File: src/rtl/moving_sum_pkg.sv
// Shared types and helpers for the moving-window sum.
//   state_t    : FILL while the window is still filling, RUN once it is full.
//   calc_sum_w : accumulator width that can hold MAX_LEN full-scale samples.
//   clamp_len  : maps a requested window length into 1..max_len.
package moving_sum_pkg;

  typedef enum logic {
    FILL = 1'b0,
    RUN  = 1'b1
  } state_t;

  function automatic int unsigned calc_sum_w(input int unsigned data_w,
                                             input int unsigned depth_log2);
    return data_w + depth_log2;
  endfunction

  function automatic int unsigned clamp_len(input int unsigned req,
                                            input int unsigned max_len);
    if (req == 0) begin
      return 1;
    end else if (req > max_len) begin
      return max_len;
    end else begin
      return req;
    end
  endfunction

endpackage

File: src/rtl/moving_sum_win_sample_ring.sv
// Circular sample history for the moving-window sum.
// Writes din at the write pointer on wr and advances it (mod MAX_LEN).
// old is read combinationally at wp - len, i.e. the sample leaving the window.
// len == 0 here encodes a window of MAX_LEN, which reads the slot about to be
// overwritten.
//   clk, rst : clock, asynchronous active-high reset (clears wp only)
//   wr, din  : accepted-sample write port
//   len      : window length modulo MAX_LEN
//   old      : expired sample
module sample_ring #(
  parameter int unsigned DATA_W     = 16,
  parameter int unsigned DEPTH_LOG2 = 4
) (
  input  logic                  clk,
  input  logic                  rst,
  input  logic                  wr,
  input  logic [DATA_W-1:0]     din,
  input  logic [DEPTH_LOG2-1:0] len,
  output logic [DATA_W-1:0]     old
);

  localparam int unsigned MAX_LEN = 2 ** DEPTH_LOG2;

  logic [DATA_W-1:0]     mem [MAX_LEN];
  logic [DEPTH_LOG2-1:0] wp;

  // Write pointer
  always_ff @(posedge clk or posedge rst) begin
    if (rst) begin
      wp <= '0;
    end else if (wr) begin
      wp <= wp + DEPTH_LOG2'(1);
    end
  end

  // History storage; contents are don't-care after reset
  always_ff @(posedge clk) begin
    if (wr) begin
      mem[wp] <= din;
    end
  end

  assign old = mem[wp - len];

endmodule

File: src/rtl/moving_sum_win.sv
// Moving-window sum over the last len_r accepted samples with internal history.
// Build option: define MOVING_SUM_SIGNED_EN for two's-complement din/sum;
// otherwise din and sum are unsigned.
//   clk, rst  : clock, asynchronous active-high reset
//   clr       : synchronous clear; latches clamped win_len and restarts window
//   win_len   : requested window length, sampled only on clr
//   wr, din   : sample strobe and sample
//   sum       : sum of the last len_r samples (fewer while filling)
//   sum_stb   : one-cycle pulse after each accepted sample
//   sum_valid : window has filled since the last clear
module moving_sum_win
  import moving_sum_pkg::*;
#(
  parameter  int unsigned DATA_W     = 16,
  parameter  int unsigned DEPTH_LOG2 = 4,
  localparam int unsigned SUM_W      = calc_sum_w(DATA_W, DEPTH_LOG2)
) (
  input  logic                  clk,
  input  logic                  rst,
  input  logic                  clr,
  input  logic [DEPTH_LOG2:0]   win_len,
  input  logic                  wr,
  input  logic [DATA_W-1:0]     din,
  output logic [SUM_W-1:0]      sum,
  output logic                  sum_stb,
  output logic                  sum_valid
);

  localparam int unsigned MAX_LEN = 2 ** DEPTH_LOG2;
  localparam int unsigned LEN_W   = DEPTH_LOG2 + 1;
  localparam int unsigned EXT_W   = SUM_W - DATA_W;

  state_t               state_q, state_d;
  logic [LEN_W-1:0]     len_q, len_d;
  logic [LEN_W-1:0]     count_q, count_d;
  logic [SUM_W-1:0]     sum_d;
  logic                 sum_stb_d;
  logic                 sum_valid_d;
  logic                 accept_c;
  logic [DATA_W-1:0]    old;
  logic [SUM_W-1:0]     din_ext;
  logic [SUM_W-1:0]     old_ext;

  // clr wins over a simultaneous wr, so the ring only sees accepted samples
  assign accept_c = wr && !clr;

  sample_ring #(
    .DATA_W     (DATA_W),
    .DEPTH_LOG2 (DEPTH_LOG2)
  ) u_ring (
    .clk (clk),
    .rst (rst),
    .wr  (accept_c),
    .din (din),
    .len (len_q[DEPTH_LOG2-1:0]),
    .old (old)
  );

  // Operand extension to accumulator width
`ifdef MOVING_SUM_SIGNED_EN
  assign din_ext = {{EXT_W{din[DATA_W-1]}}, din};
  assign old_ext = {{EXT_W{old[DATA_W-1]}}, old};
`else
  assign din_ext = {{EXT_W{1'b0}}, din};
  assign old_ext = {{EXT_W{1'b0}}, old};
`endif

  // State and output registers
  always_ff @(posedge clk or posedge rst) begin
    if (rst) begin
      state_q   <= FILL;
      len_q     <= LEN_W'(MAX_LEN);
      count_q   <= '0;
      sum       <= '0;
      sum_stb   <= 1'b0;
      sum_valid <= 1'b0;
    end else begin
      state_q   <= state_d;
      len_q     <= len_d;
      count_q   <= count_d;
      sum       <= sum_d;
      sum_stb   <= sum_stb_d;
      sum_valid <= sum_valid_d;
    end
  end

  // Next-state and accumulator update
  always_comb begin
    state_d     = state_q;
    len_d       = len_q;
    count_d     = count_q;
    sum_d       = sum;
    sum_stb_d   = 1'b0;
    sum_valid_d = sum_valid;

    if (clr) begin
      len_d       = LEN_W'(clamp_len(32'(win_len), MAX_LEN));
      count_d     = '0;
      sum_d       = '0;
      sum_valid_d = 1'b0;
      state_d     = FILL;
    end else if (wr) begin
      sum_stb_d = 1'b1;
      unique case (state_q)
        FILL: begin
          sum_d   = sum + din_ext;
          count_d = count_q + LEN_W'(1);
          if (count_d == len_q) begin
            state_d     = RUN;
            sum_valid_d = 1'b1;
          end
        end
        RUN: begin
          sum_d = sum + din_ext - old_ext;
        end
        default: begin
          state_d = FILL;
        end
      endcase
    end
  end

endmodule

File: config.mk
export PLATFORM = sky130hd
export DESIGN_NAME = moving_sum_win
export DESIGN_NICKNAME = d
export VERILOG_FILES = /design/src/rtl/moving_sum_pkg.sv /design/src/rtl/moving_sum_win_sample_ring.sv /design/src/rtl/moving_sum_win.sv
export SDC_FILE = /design/constraint.sdc
export NUM_CORES = 1
export LEC_CHECK = 0
export BUFFER_PORTS_ARGS = -buffer_cell sky130_fd_sc_hd__buf_2
export CAP_MARGIN = 40
export CORE_ASPECT_RATIO = 1.2
export CORE_UTILIZATION = 40
export CTS_CLUSTER_DIAMETER = 120
export DETAILED_ROUTE_END_ITERATION = 7
export PLACE_DENSITY = 0.67
export SLEW_MARGIN = 0
export SYNTH_ARGS = -nofsm -noshare
export SYNTH_HDL_FRONTEND = slang
export SYNTH_SLANG_ARGS = --single-unit
File: constraint.sdc
create_clock -name clk -period 9.3 [get_ports clk]
set_input_delay 0.465 -clock clk [delete_from_list [all_inputs] [get_ports clk]]
set_output_delay 0.465 -clock clk [all_outputs]
set_load 0.05 [all_outputs]
==> flow_metrics.env <==
export IMPL_outcome="complete, no violations"
export IMPL_worst_slew_pin_slew_ns=0.841
export IMPL_synth_avg_cell_area_um2=15.2
export IMPL_worstSetupPathType="register to register"
export IMPL_slowest_stage="fa_2"
export IMPL_swShare_pct=37.8
export IMPL_crit_arrival_ns=6.31
export IMPL_port_buffer_count=46
export IMPL_power_frac_clock_pct=23.2
export IMPL_yosysTopAreaCellShare_pct=57.6
export IMPL_grt_pass1_vias=7829
export IMPL_crit_required_ns=9.78
export IMPL_reg2regPathDepth=20
export IMPL_synth_common_cells="edfxtp_1 (256), nand2_1 (102), mux4_2 (64), nor2_1 (43), a21oi_1 (42)"
export IMPL_drive_above_1_share_pct=20.9
export IMPL_start_util_pct=41.0
export IMPL_yosys_area_top_type="edfxtp_1"
export IMPL_io_pins=47
export IMPL_ctsResizeCount=0
export IMPL_yosysMostFrequentCell="edfxtp_1"
export IMPL_die_area_um2=34100
export IMPL_root_buffer="clkbuf_16"
export IMPL_routed_wl_um=30100
export IMPL_power_frac_seq_pct=30.1
export IMPL_core_region_area_um2=32500
export IMPL_drv_slew=0
export IMPL_max_stage_delay_ns=1.07
export IMPL_p_switching_mw=1.96
export IMPL_tritoncts="built"
export IMPL_power_total_mw=5.17
export IMPL_final_antenna_net_count=0
export IMPL_dp_cells=1352
export IMPL_critPathMaxFanout=36
export IMPL_cts_clk_slew_worst_paths_ns=0.06
export IMPL_gp_congestion=0.848
export IMPL_cp_start_kind="register"
export IMPL_wl_per_cell_um=21.3
export IMPL_tns_ns=0
export IMPL_dpl_hpwl_um=20300
export IMPL_die_w_um=169
export IMPL_worstSkewPairLatency_ns=0.57
export IMPL_critPathBufInv=3
export IMPL_syn_area_um2=13300
export IMPL_grt_overflow_total=0
export IMPL_antenna_found_initial=1
export IMPL_period_share_pct=62.7
export IMPL_cp_depth=20
export IMPL_crit_chain="inv_1 > ha_4 > inv_1 > fa_2 > buf_4 > mux4_2 > nand2_1 > nand3_1 > o21ai_0 > ha_1 > nor2b_1 > o21ai_0 > a21oi_1 > o211ai_1 > o21a_1 > o41ai_4 > a2111oi_4 > mux2i_1 > or3_1 > a21oi_1"
export IMPL_ys_types=65
export IMPL_numCtsBuffers=31
export IMPL_critPathTopFamily="compound AO/OA/AOI/OAI gates"
export IMPL_final_cells=1411
export IMPL_maxCapViolations=0
export IMPL_clock_fmax_mhz=172
export IMPL_grt_pass1_wl_um=46100
export IMPL_ys_seq_elements=293
export IMPL_yosysSeqAreaShare_pct=64.6
export IMPL_final_hold_viol_count=0
export IMPL_whs_ns=0.00909
export IMPL_route_detailed_drc=0
export IMPL_leakagePower_nw=5.46
export IMPL_synth_cells=877
export IMPL_postSynth_asyncResetShare_pct=12.6
export IMPL_grt_use_total_pct=17.9
export IMPL_cts_sinks=293
export IMPL_htree_levels=1
export IMPL_first_pass_iters=4
export IMPL_viasPerCell=5.45
export IMPL_rows=72
export IMPL_synthTopCellsByArea="edfxtp_1 (58%), mux4_2 (11%), dfrtp_1 (6.8%)"
export IMPL_power_frac_comb_pct=46.7
export IMPL_grt_max_degree=40
export IMPL_fin_util_pct=47.1
export IMPL_die_y_um=202
export IMPL_synth_warnings=0
export IMPL_power_internal_mw=3.22
export IMPL_hold_class="input pin to asynchronous set/reset pin"
export IMPL_cts_hold_buf=0
export IMPL_cts_path_max_buffers=3
export IMPL_synthesis_nets=945
export IMPL_period_needed_ns=5.83
export IMPL_peakVddDrop_mv=0.159
export IMPL_worst_clock_skew_ns=0.0277
export IMPL_slew_limit_headroom_pct=44.0
export IMPL_powerDensity_nw_per_um2=338
export IMPL_rsz0062_at_grt="no"
export IMPL_postCtsSetupBuffers=0
export IMPL_via_count=7694
export IMPL_synth_top_flop_cell="edfxtp_1"
export IMPL_cp_end_kind="register"
export IMPL_drtIter0Drc=571
export IMPL_syn_to_final_growth_pct=14.7
export IMPL_synth_edf_count=256
export IMPL_nNetsFinal=1009
export IMPL_finalSetupViolations=0
## kinds of logic after synthesis
logic type      count (synthesis)  share of synthesized area, %
simple gates                  230                          7.93
buf+inv                        51                          1.48
mux                            72                          11.4
compound gates                144                          7.49
xor+xnor                       44                          2.89
flops                         293                          64.6
fa+ha+maj                      43                          4.20
## final timing paths
kind	start	endpoint	slack, ns
max	u_ring.wp[0]	sum[19]	3.47
min	rst	len_q[2]	0.009
max reg2reg	u_ring.wp[0]	sum[19]	3.47
min reg2reg	sum_valid	sum_valid	0.50
max in group asynchronous	rst	sum[12]	8.90
min in group clk	win_len[4]	len_q[3]	0.14
## registers in the layout (all words and copies together) (netlist names)
register and flops:
len_q 5, u_ring.mem 256, state_q 1, sum_stb 1, sum 20, count_q 5
u_ring.wp 4, sum_valid 1
## tightest hold or removal path: cells and delay by family
kind | cells | cell delay (ns)
buffers and inverters | 3 | 0.57
## layer usage
metal,track usage (%),wire length (um)
met4,4.84,616
met3,2.21,1250
met1,23.6,12900
met5,0,0
met2,31.1,15300
## placed cells by master (no fill, tap or decap), types with 6 or more instances in the layout
master and n:
a211oi_1 17, a21o_1 10, a21oi_1 42, and2_1 19, and3_1 6, buf_2 46
buf_8 15, clkbuf_16 31, clkinv_1 8, dfrtp_1 36, edfxtp_1 256, ha_1 39
inv_1 14, mux4_2 64, nand2_1 102, nand3_1 17, nand4_1 6, nor2_1 43
nor3_1 11, o21ai_0 30, xnor2_1 23, xor2_1 19
## power groups by stage
stage | logic [mW] | clock network, mW | registers, mW
CTS | 2.43 | 1.22 | 1.56
floorplan | 1.81 | 0 | 1.61
global route | 2.66 | 1.27 | 1.57
detailed placement | 2.42 | 0 | 1.59
finish | 2.42 | 1.20 | 1.56
global placement | 2.38 | 0 | 1.58
## per-stage QoR
step	cell area, um^2	setup slack (ns)
floorplan	13300	4.25
global placement	14100	3.50
detailed placement	14300	3.45
CTS	15300	3.45
global route	15300	3.12
finish	15300	3.47
## area by class of cell
class	instances	area (um^2)
flip-flops and latches	293	8610
fillers	2780	17200
multi-input cells	533	4560
repair buffers	67	520
well taps	444	556
clock inverters	23	208
inverters	15	56.3
diodes	1	2.50
clock buffers	35	791
No activity file was read; power rests on OpenSTA's default activity.
